File: config.mk
export PLATFORM = sky130hd
export DESIGN_NAME = cpu16_loader
export DESIGN_NICKNAME = d
export VERILOG_FILES = /design/src/rtl/cpu16_loader.sv
export SDC_FILE = /design/constraint.sdc
export NUM_CORES = 1
export LEC_CHECK = 0
export ABC_CLOCK_PERIOD_IN_PS = 1600
export CAP_MARGIN = 20
export CORE_UTILIZATION = 40
export CTS_CLUSTER_DIAMETER = 100
export DETAILED_ROUTE_END_ITERATION = 10
export GPL_TIMING_DRIVEN = 0
export PLACE_DENSITY_LB_ADDON = 0.25
export SKIP_CTS_REPAIR_TIMING = 1
export SYNTH_ARGS = -nofsm -noshare
export SYNTH_HDL_FRONTEND = slang
export SYNTH_SLANG_ARGS = --single-unit
File: constraint.sdc
create_clock -name ck -period 1.6 [get_ports ck]
set_clock_uncertainty 0.15 [all_clocks]
set_input_delay 0.16 -clock ck [delete_from_list [all_inputs] [get_ports ck]]
set_output_delay 0.16 -clock ck [all_outputs]
set_load 0.02 [all_outputs]
File: src/rtl/cpu16_loader.sv
// cpu16 program loader: encodes instructions into 16-bit IR words and writes
// them big-endian into byte-wide instruction memory while stalling fetch.
module cpu16_loader #(
    parameter int AW = 6
) (
    input  logic          ck,
    input  logic          rst,
    input  logic          start,
    input  logic          finish,
    input  logic          in_valid,
    output logic          in_ready,
    input  logic [1:0]    op,
    input  logic [3:0]    dest,
    input  logic [3:0]    src,
    input  logic          raw,
    input  logic [15:0]   raw_word,
    output logic          mem_we,
    output logic [AW-1:0] mem_addr,
    output logic [7:0]    mem_wdata,
    output logic [AW-1:0] count,
    output logic          full,
    output logic          hold
);

    localparam int PW = AW + 1;
    localparam logic [AW-1:0] CAP = AW'(2 ** (AW - 1));

    typedef enum logic [1:0] {
        IDLE,
        LOAD,
        WR_HI,
        WR_LO
    } state_t;

    state_t        state;
    logic [PW-1:0] ptr;
    logic [7:0]    word_lo;
    logic          pend_fin;
    logic [3:0]    func;
    logic [15:0]   enc;
    logic [AW-1:0] count_nxt;
    logic          accept;

    always_comb begin
        func = 4'b1110;
        case (op)
            2'd0:    func = 4'b1010;
            2'd1:    func = 4'b0010;
            2'd2:    func = 4'b1100;
            default: func = 4'b1110;
        endcase
        enc = raw ? raw_word : {4'b0000, dest, func, src};
    end

    assign in_ready  = (state == LOAD) && !full;
    // Pointer MSB only sets once capacity is reached, so it doubles as a wrap guard.
    assign accept    = in_valid && in_ready && !ptr[PW-1];
    assign hold      = (state != IDLE);
    assign count_nxt = count + AW'(1);

    always_ff @(posedge ck) begin
        if (rst) begin
            state     <= IDLE;
            ptr       <= '0;
            word_lo   <= '0;
            pend_fin  <= 1'b0;
            mem_we    <= 1'b0;
            mem_addr  <= '0;
            mem_wdata <= '0;
            count     <= '0;
            full      <= 1'b0;
        end else begin
            case (state)
                IDLE: begin
                    if (start) begin
                        state <= LOAD;
                        ptr   <= '0;
                        count <= '0;
                        full  <= 1'b0;
                    end
                end
                LOAD: begin
                    if (accept) begin
                        word_lo   <= enc[7:0];
                        mem_we    <= 1'b1;
                        mem_addr  <= ptr[AW-1:0];
                        mem_wdata <= enc[15:8];
                        state     <= WR_HI;
                    end else if (finish) begin
                        state <= IDLE;
                    end else if (start) begin
                        ptr   <= '0;
                        count <= '0;
                        full  <= 1'b0;
                    end
                end
                WR_HI: begin
                    mem_addr  <= ptr[AW-1:0] + AW'(1);
                    mem_wdata <= word_lo;
                    if (finish) pend_fin <= 1'b1;
                    state <= WR_LO;
                end
                WR_LO: begin
                    mem_we   <= 1'b0;
                    ptr      <= ptr + PW'(2);
                    count    <= count_nxt;
                    if (count_nxt == CAP) full <= 1'b1;
                    pend_fin <= 1'b0;
                    state    <= (pend_fin || finish) ? IDLE : LOAD;
                end
                default: state <= IDLE;
            endcase
        end
    end

endmodule

* Word level (Yosys, flattened, before mapping)
Index checks and enable logic that the tools add are counted.
** Word-level totals
- Register bits after elaboration :: 40
- Input port bits :: 32
- Output and inout bits :: 24
- Logic and storage cells :: 73
** Operators by class
- Add/subtract/negate cells :: 3
- Equality and inequality tests :: 13
- Multiplexer cells :: 28
- Reduce and logical (&&, ||, !) cells :: 20
** Operator list (number)
- 6-bit 2-to-1 mux :: 4
- 7-bit 2-to-1 mux :: 3
- 7-bit case mux with 3 select lines :: 1
- 6-bit case mux with 3 select lines :: 1
- 16-bit 2-to-1 mux :: 1
- 8-bit case mux with 2 select lines :: 1
- 6-bit by 1-bit adder with 6-bit output (second input constant) :: 2
- 2-bit inequality test (second input constant) :: 6
- 4-bit case mux with 3 select lines :: 1
- 6-bit case mux with 2 select lines :: 1
- 2-bit AND reduction :: 5
- 8-bit 2-to-1 mux :: 1
- 2-bit case mux with 4 select lines :: 1
- 2-bit nonzero test :: 4
- 7-bit by 2-bit adder with 7-bit output (second input constant) :: 1
- 1-bit 2-to-1 mux :: 7
- 2-bit equality test (second input constant) :: 3
- 6-bit equality test (second input constant) :: 1
- 2-bit 2-to-1 mux :: 3
- 2-bit by 1-bit equality test with 1-bit output (second input constant) :: 2
- 2-bit logical NOT :: 2
- 1-bit case mux with 2 select lines :: 2
- 4-bit AND reduction :: 1
- 1-bit logical AND :: 3
- other kinds (6) :: 7

* Logic depth before layout (Yosys ltp)
Gate-level depths: netlist (run 1).
- Depth in word-level cells :: 6
- Depth in mapped cells :: 7

* Least setup slack after synthesis (run 1)
OpenSTA, ideal clock, no wires.
- Kind :: register to register
- Start point :: reg full
- End point :: reg ptr[4]
- Data arrival time :: 1.526 ns
- Required time :: 1.380 ns
- Setup slack :: -0.145 ns
- Stages on the path, launching flop included :: 7
- Clock period less this slack :: 1.745 ns
- Cells stage by stage :: dfxtp_1 -> or3b_4 -> o21ai_2 -> or2_1 -> buf_6 -> or3_1 -> a21oi_1
** On the way
- Cells in the longest elaborated chain, start to end :: 6
** RTL lines
- from (decl) :: line 21 : output logic full,
- from (signal assigned) :: line 71 : full <= 1'b0;
- from (signal assigned) :: line 79 : full <= 1'b0;
- from (signal assigned) :: line 94 : full <= 1'b0;
- 1-bit logical NOT :: line 55 : assign in_ready = (state == LOAD) && !full;
- 1-bit logical AND :: line 55
- 1-bit logical AND (2 in series) :: line 57 : assign accept = in_valid && in_ready && !ptr[PW-1];
- 2-bit inequality test (no source line)
- 3-bit AND reduction (no source line)
- to (signal assigned) :: line 105 : ptr <= ptr + PW'(2);
- to (decl) :: line 36 : logic [PW-1:0] ptr;
No other way between the ends.
A chain may end at the register's enable or synchronous reset.

* Final worst setup path (run 1)
- Start point :: reg state[0]
- End point :: reg ptr[4]
** On the way
- Cells in the longest elaborated chain, start to end :: 6
** RTL lines
- from (decl) :: line 35 : state_t state;
- from (signal assigned) :: line 109 : state <= (pend_fin || finish) ? IDLE : LOAD;
- 2-bit by 1-bit equality test with 1-bit output :: line 55, 73
- 1-bit logical AND :: line 55
- 1-bit logical AND (2 in series) :: line 57
- 2-bit inequality test (no source line)
- 3-bit AND reduction (no source line)
Several ways; a longest one is shown, not always the timed one.

==> out/results.tsv, run 1 <==
metric	value	unit
run_status	finished with violations	
violated_checks	setup timing	
area.growth.synth_to_final	66.48	%
drt_wl_total	5116	um
route.detailed.drc	0	
clock-sinks	39	
synth.largest_area_cell	sky130_fd_sc_hd__dfxtp_1	
pwr_density_cell	869.1	mW/mm^2
grt_pass1_wl	7258	um
detailed_routing_iteration_count_for_the_pre_antenna_repair_pass	4	
critPathRequiredTime	1690	ps
synthTopCellsByArea	sky130_fd_sc_hd__dfxtp_1, sky130_fd_sc_hd__nand2_1, sky130_fd_sc_hd__nor2_1	
slew_headroom	0.5438	
first_global_vias	1626	
coreArea	0.004354	sq mm
timing.reg2reg.setup_slack	-210	ps
synthCells	216	
design.portCount	56	
time_the_worst_path_needs_with_i_o_delays_and_setup	1812	ps
worst_r2r_endpoint	ptr[4]	
tightestPinTransition	684.2	ps
postSynthNetCount	251	
place.detailed.hpwl	3010	um
rsz0062_at_grt	yes	
nets_finish	327	
clock.fmax	551.8	MHz
htree_levels	2	
gp_routability_congestion	0.8246	
slowest_stage	sky130_fd_sc_hd__dfxtp_2	
die_y	69.14	um
r2r.worst_path.cells	7	
antennaDiodeCount	0	
clock_tree.buffer_depth	2	
ys.warnings.count	0	
dieArea	0.004780	sq mm
report.final.hold_viol_count	0	
clock_tree_from_tritoncts	built	
timing.final.ws_setup	-212.1	ps
synthesis.area	0.001803	sq mm
critPathBufInv	2	
root_buffer	sky130_fd_sc_hd__clkbuf_8	
cpPeakStageDelay	330	ps
setup.worst_path.start_class	flip-flop	
post_drt_wl_per_cell	14.83	um
worstPathArrival	1900	ps
first_iter_violations	155	
detailroute.via_count	1868	
setup-violations-final	38	
routed_via_density	5.414	
cpMostUsedCell	sky130_fd_sc_hd__buf_6	
crit_path_max_fanout	5	
synth_top_area_share	0.4330	
endpoint_kind	flip-flop	
finalMaxSlewViolations	0	
final_layout_size_suffix_gt1_frac	0.3003	
floorplan.initialDensity	0.4141	
layout_worst_path_cycle_share	1.133	
non_filler_cells_final	345	
cts.reportedPaths.clkPinSlew	80	ps
globalRouteTotalUtil	0.1866	
synth-seq-cells	39	
yosysSeqAreaShare	0.4330	
critPathCapture	ptr[4]	
cp_launch_point	state[0]	
critical_path.top_delay_family	simple AND/OR/NAND/NOR gates	
critPathKind	flip-flop to flip-flop	
final_antenna_net_count	0	
tritoncts_buffer_count	5	
timing.rr.start	state[0]	
grt_overflow_total	0	
peakVddDrop	0.0005787	V
power.static_leakage	1.326	nW
hold_class	primary input to flip-flop	
crit_chain	buf_6 -> or3b_4 -> o21ai_4 -> or2_4 -> buf_6 -> or3_4 -> a21oi_2	
max_cap_violations	0	
port_buffers	53	
placedCellCount	321	
critical_path_depth	7	
post-layout-total-power	2.609	mW
clk_latency	300	ps
chip_width	69.14	um
syn-mean-instance-area	8.347	sq um
number_of_rows_in_the_core_area	24	
antenna_found_initial	0	
synth.lib_cells_used.distinct	41	
grt_max_degree	14	
cells in the mapped netlist:
cell type,n
sky130_fd_sc_hd__ha_1,3
sky130_fd_sc_hd__a221oi_2,1
sky130_fd_sc_hd__or3b_4,1
sky130_fd_sc_hd__nand2b_1,2
sky130_fd_sc_hd__nor2b_1,1
sky130_fd_sc_hd__a21oi_1,21
sky130_fd_sc_hd__or3b_2,1
sky130_fd_sc_hd__nor4b_1,2
sky130_fd_sc_hd__o211ai_1,4
sky130_fd_sc_hd__inv_1,3
sky130_fd_sc_hd__or2_0,1
sky130_fd_sc_hd__or2_1,1
sky130_fd_sc_hd__a211oi_1,5
sky130_fd_sc_hd__dfxtp_1,39
sky130_fd_sc_hd__a41o_1,1
sky130_fd_sc_hd__a22oi_1,2
sky130_fd_sc_hd__clkbuf_2,1
sky130_fd_sc_hd__nor2_1,30
sky130_fd_sc_hd__a31oi_1,2
sky130_fd_sc_hd__nor2_4,1
sky130_fd_sc_hd__nor3_1,4
sky130_fd_sc_hd__and3_1,2
sky130_fd_sc_hd__buf_2,3
sky130_fd_sc_hd__nand2_1,31
sky130_fd_sc_hd__nor3b_1,2
sky130_fd_sc_hd__o21ai_0,6
sky130_fd_sc_hd__a311oi_1,5
sky130_fd_sc_hd__nand4_1,1
sky130_fd_sc_hd__clkbuf_1,6
sky130_fd_sc_hd__a221oi_1,1
sky130_fd_sc_hd__buf_6,2
sky130_fd_sc_hd__buf_4,2
sky130_fd_sc_hd__nor4_1,1
sky130_fd_sc_hd__o21ai_2,1
sky130_fd_sc_hd__or3_1,3
sky130_fd_sc_hd__nand3_1,7
sky130_fd_sc_hd__a21o_1,1
sky130_fd_sc_hd__and2_1,1
sky130_fd_sc_hd__or2_2,1
sky130_fd_sc_hd__mux2i_1,9
sky130_fd_sc_hd__xnor2_1,5
per-layer routing:
| metal | global-route usage | part of all wire | wire length, um |
|---|---|---|---|
| met4 | 0.06803 | 0.016 | 82 |
| met1 | 0.2534 | 0.44 | 2272 |
| met3 | 0.02632 | 0.048 | 248 |
| met5 | 0 | 0 | 0 |
| met2 | 0.3010 | 0.49 | 2513 |
sequential cells by signal, indices dropped and copies added, names as in the netlist:
| register | flops |
|---|---|
| mem_we | 1 |
| count | 6 |
| mem_addr | 6 |
| word_lo | 8 |
| full | 1 |
| ptr | 6 |
| state | 2 |
| mem_wdata | 8 |
| pend_fin | 1 |
stage by stage:
step	hold WS, ps	setup slack (ps)	instance area (sq um)	setup TNS (ps)	util
floorplan	177.5	-83.37	1833	-613.5	-
global placement	290.4	-462.8	2429	-7460	0.5578
detailed placement	293.8	-464.3	2429	-7545	0.5578
CTS	72.26	-543.8	2565	-6830	0.5891
global route	149.9	-263.7	3002	-8042	0.6894
finish	100.4	-212.1	3002	-5297	0.6894
cell families after synthesis:
kind of cell	count (synthesis)	share of synthesized area
and+or+nand+nor	93	0.2415
AOI/OAI and AO/OA	50	0.1797
DFF	39	0.4330
buffers and inverters	17	0.05065
muxes	9	0.04997
xor gates and xnor gates	5	0.02429
adders and majority gates	3	0.02082
how the worst min path moves through the flow:
stage | from | endpoint | slack, ps | cells after the start
4_1_cts | rst | mem_wdata[4] | 70 | 2
6_report | rst | mem_wdata[4] | 100 | 2
3_5_place_dp | word_lo[4] | word_lo[4] | 290 | 2
5_1_grt | rst | mem_wdata[4] | 150 | 2
2_1_floorplan | raw_word[4] | word_lo[4] | 180 | 2
3_3_place_gp | word_lo[4] | word_lo[4] | 290 | 2
report_power, final:
part | switching, mW | total [mW] | internal [mW]
sequential | 0.0315 | 1.04 | 1.01
combinational | 0.274 | 0.569 | 0.295
clock | 0.375 | 0.997 | 0.622
final cells by class:
type | instances | area (sq um)
Timing Repair Buffer | 70 | 734.5
Inverter | 3 | 11.26
Sequential cell | 39 | 787.0
Clock inverter | 3 | 67.56
Tap cell | 52 | 65.06
Clock buffer | 5 | 68.82
Fill cell | 338 | 1353
Multi-Input combinational cell | 160 | 1169
Buffer | 13 | 98.84
cells in the final DEF (no fill, tap or decap), types with 4 or more instances in the layout:
cell	netlist	routed
sky130_fd_sc_hd__nand2_1	31	21
sky130_fd_sc_hd__a211oi_2	0	5
sky130_fd_sc_hd__mux2i_1	9	9
sky130_fd_sc_hd__clkbuf_8	0	5
sky130_fd_sc_hd__nand2_2	0	8
sky130_fd_sc_hd__buf_2	3	4
sky130_fd_sc_hd__xnor2_1	5	5
sky130_fd_sc_hd__a21oi_1	21	13
sky130_fd_sc_hd__o21ai_0	6	5
sky130_fd_sc_hd__nor2_1	30	23
sky130_fd_sc_hd__clkbuf_1	6	6
sky130_fd_sc_hd__a21oi_2	0	7
sky130_fd_sc_hd__nand3_1	7	5
sky130_fd_sc_hd__dfxtp_1	39	36
sky130_fd_sc_hd__o211ai_1	4	4
sky130_fd_sc_hd__buf_6	2	16
sky130_fd_sc_hd__nor2_4	1	5
sky130_fd_sc_hd__dlymetal6s2s_1	0	13
sky130_fd_sc_hd__clkdlybuf4s50_1	0	39
Note: power is estimated with default switching activity, not from simulation.
==> inputs of run 2 (changes only) <==
- CTS_CLUSTER_DIAMETER: 100 -> unset
==> results of run 2 <==
Same layout as run 1: the final DEF is identical, and so are final timing and power.
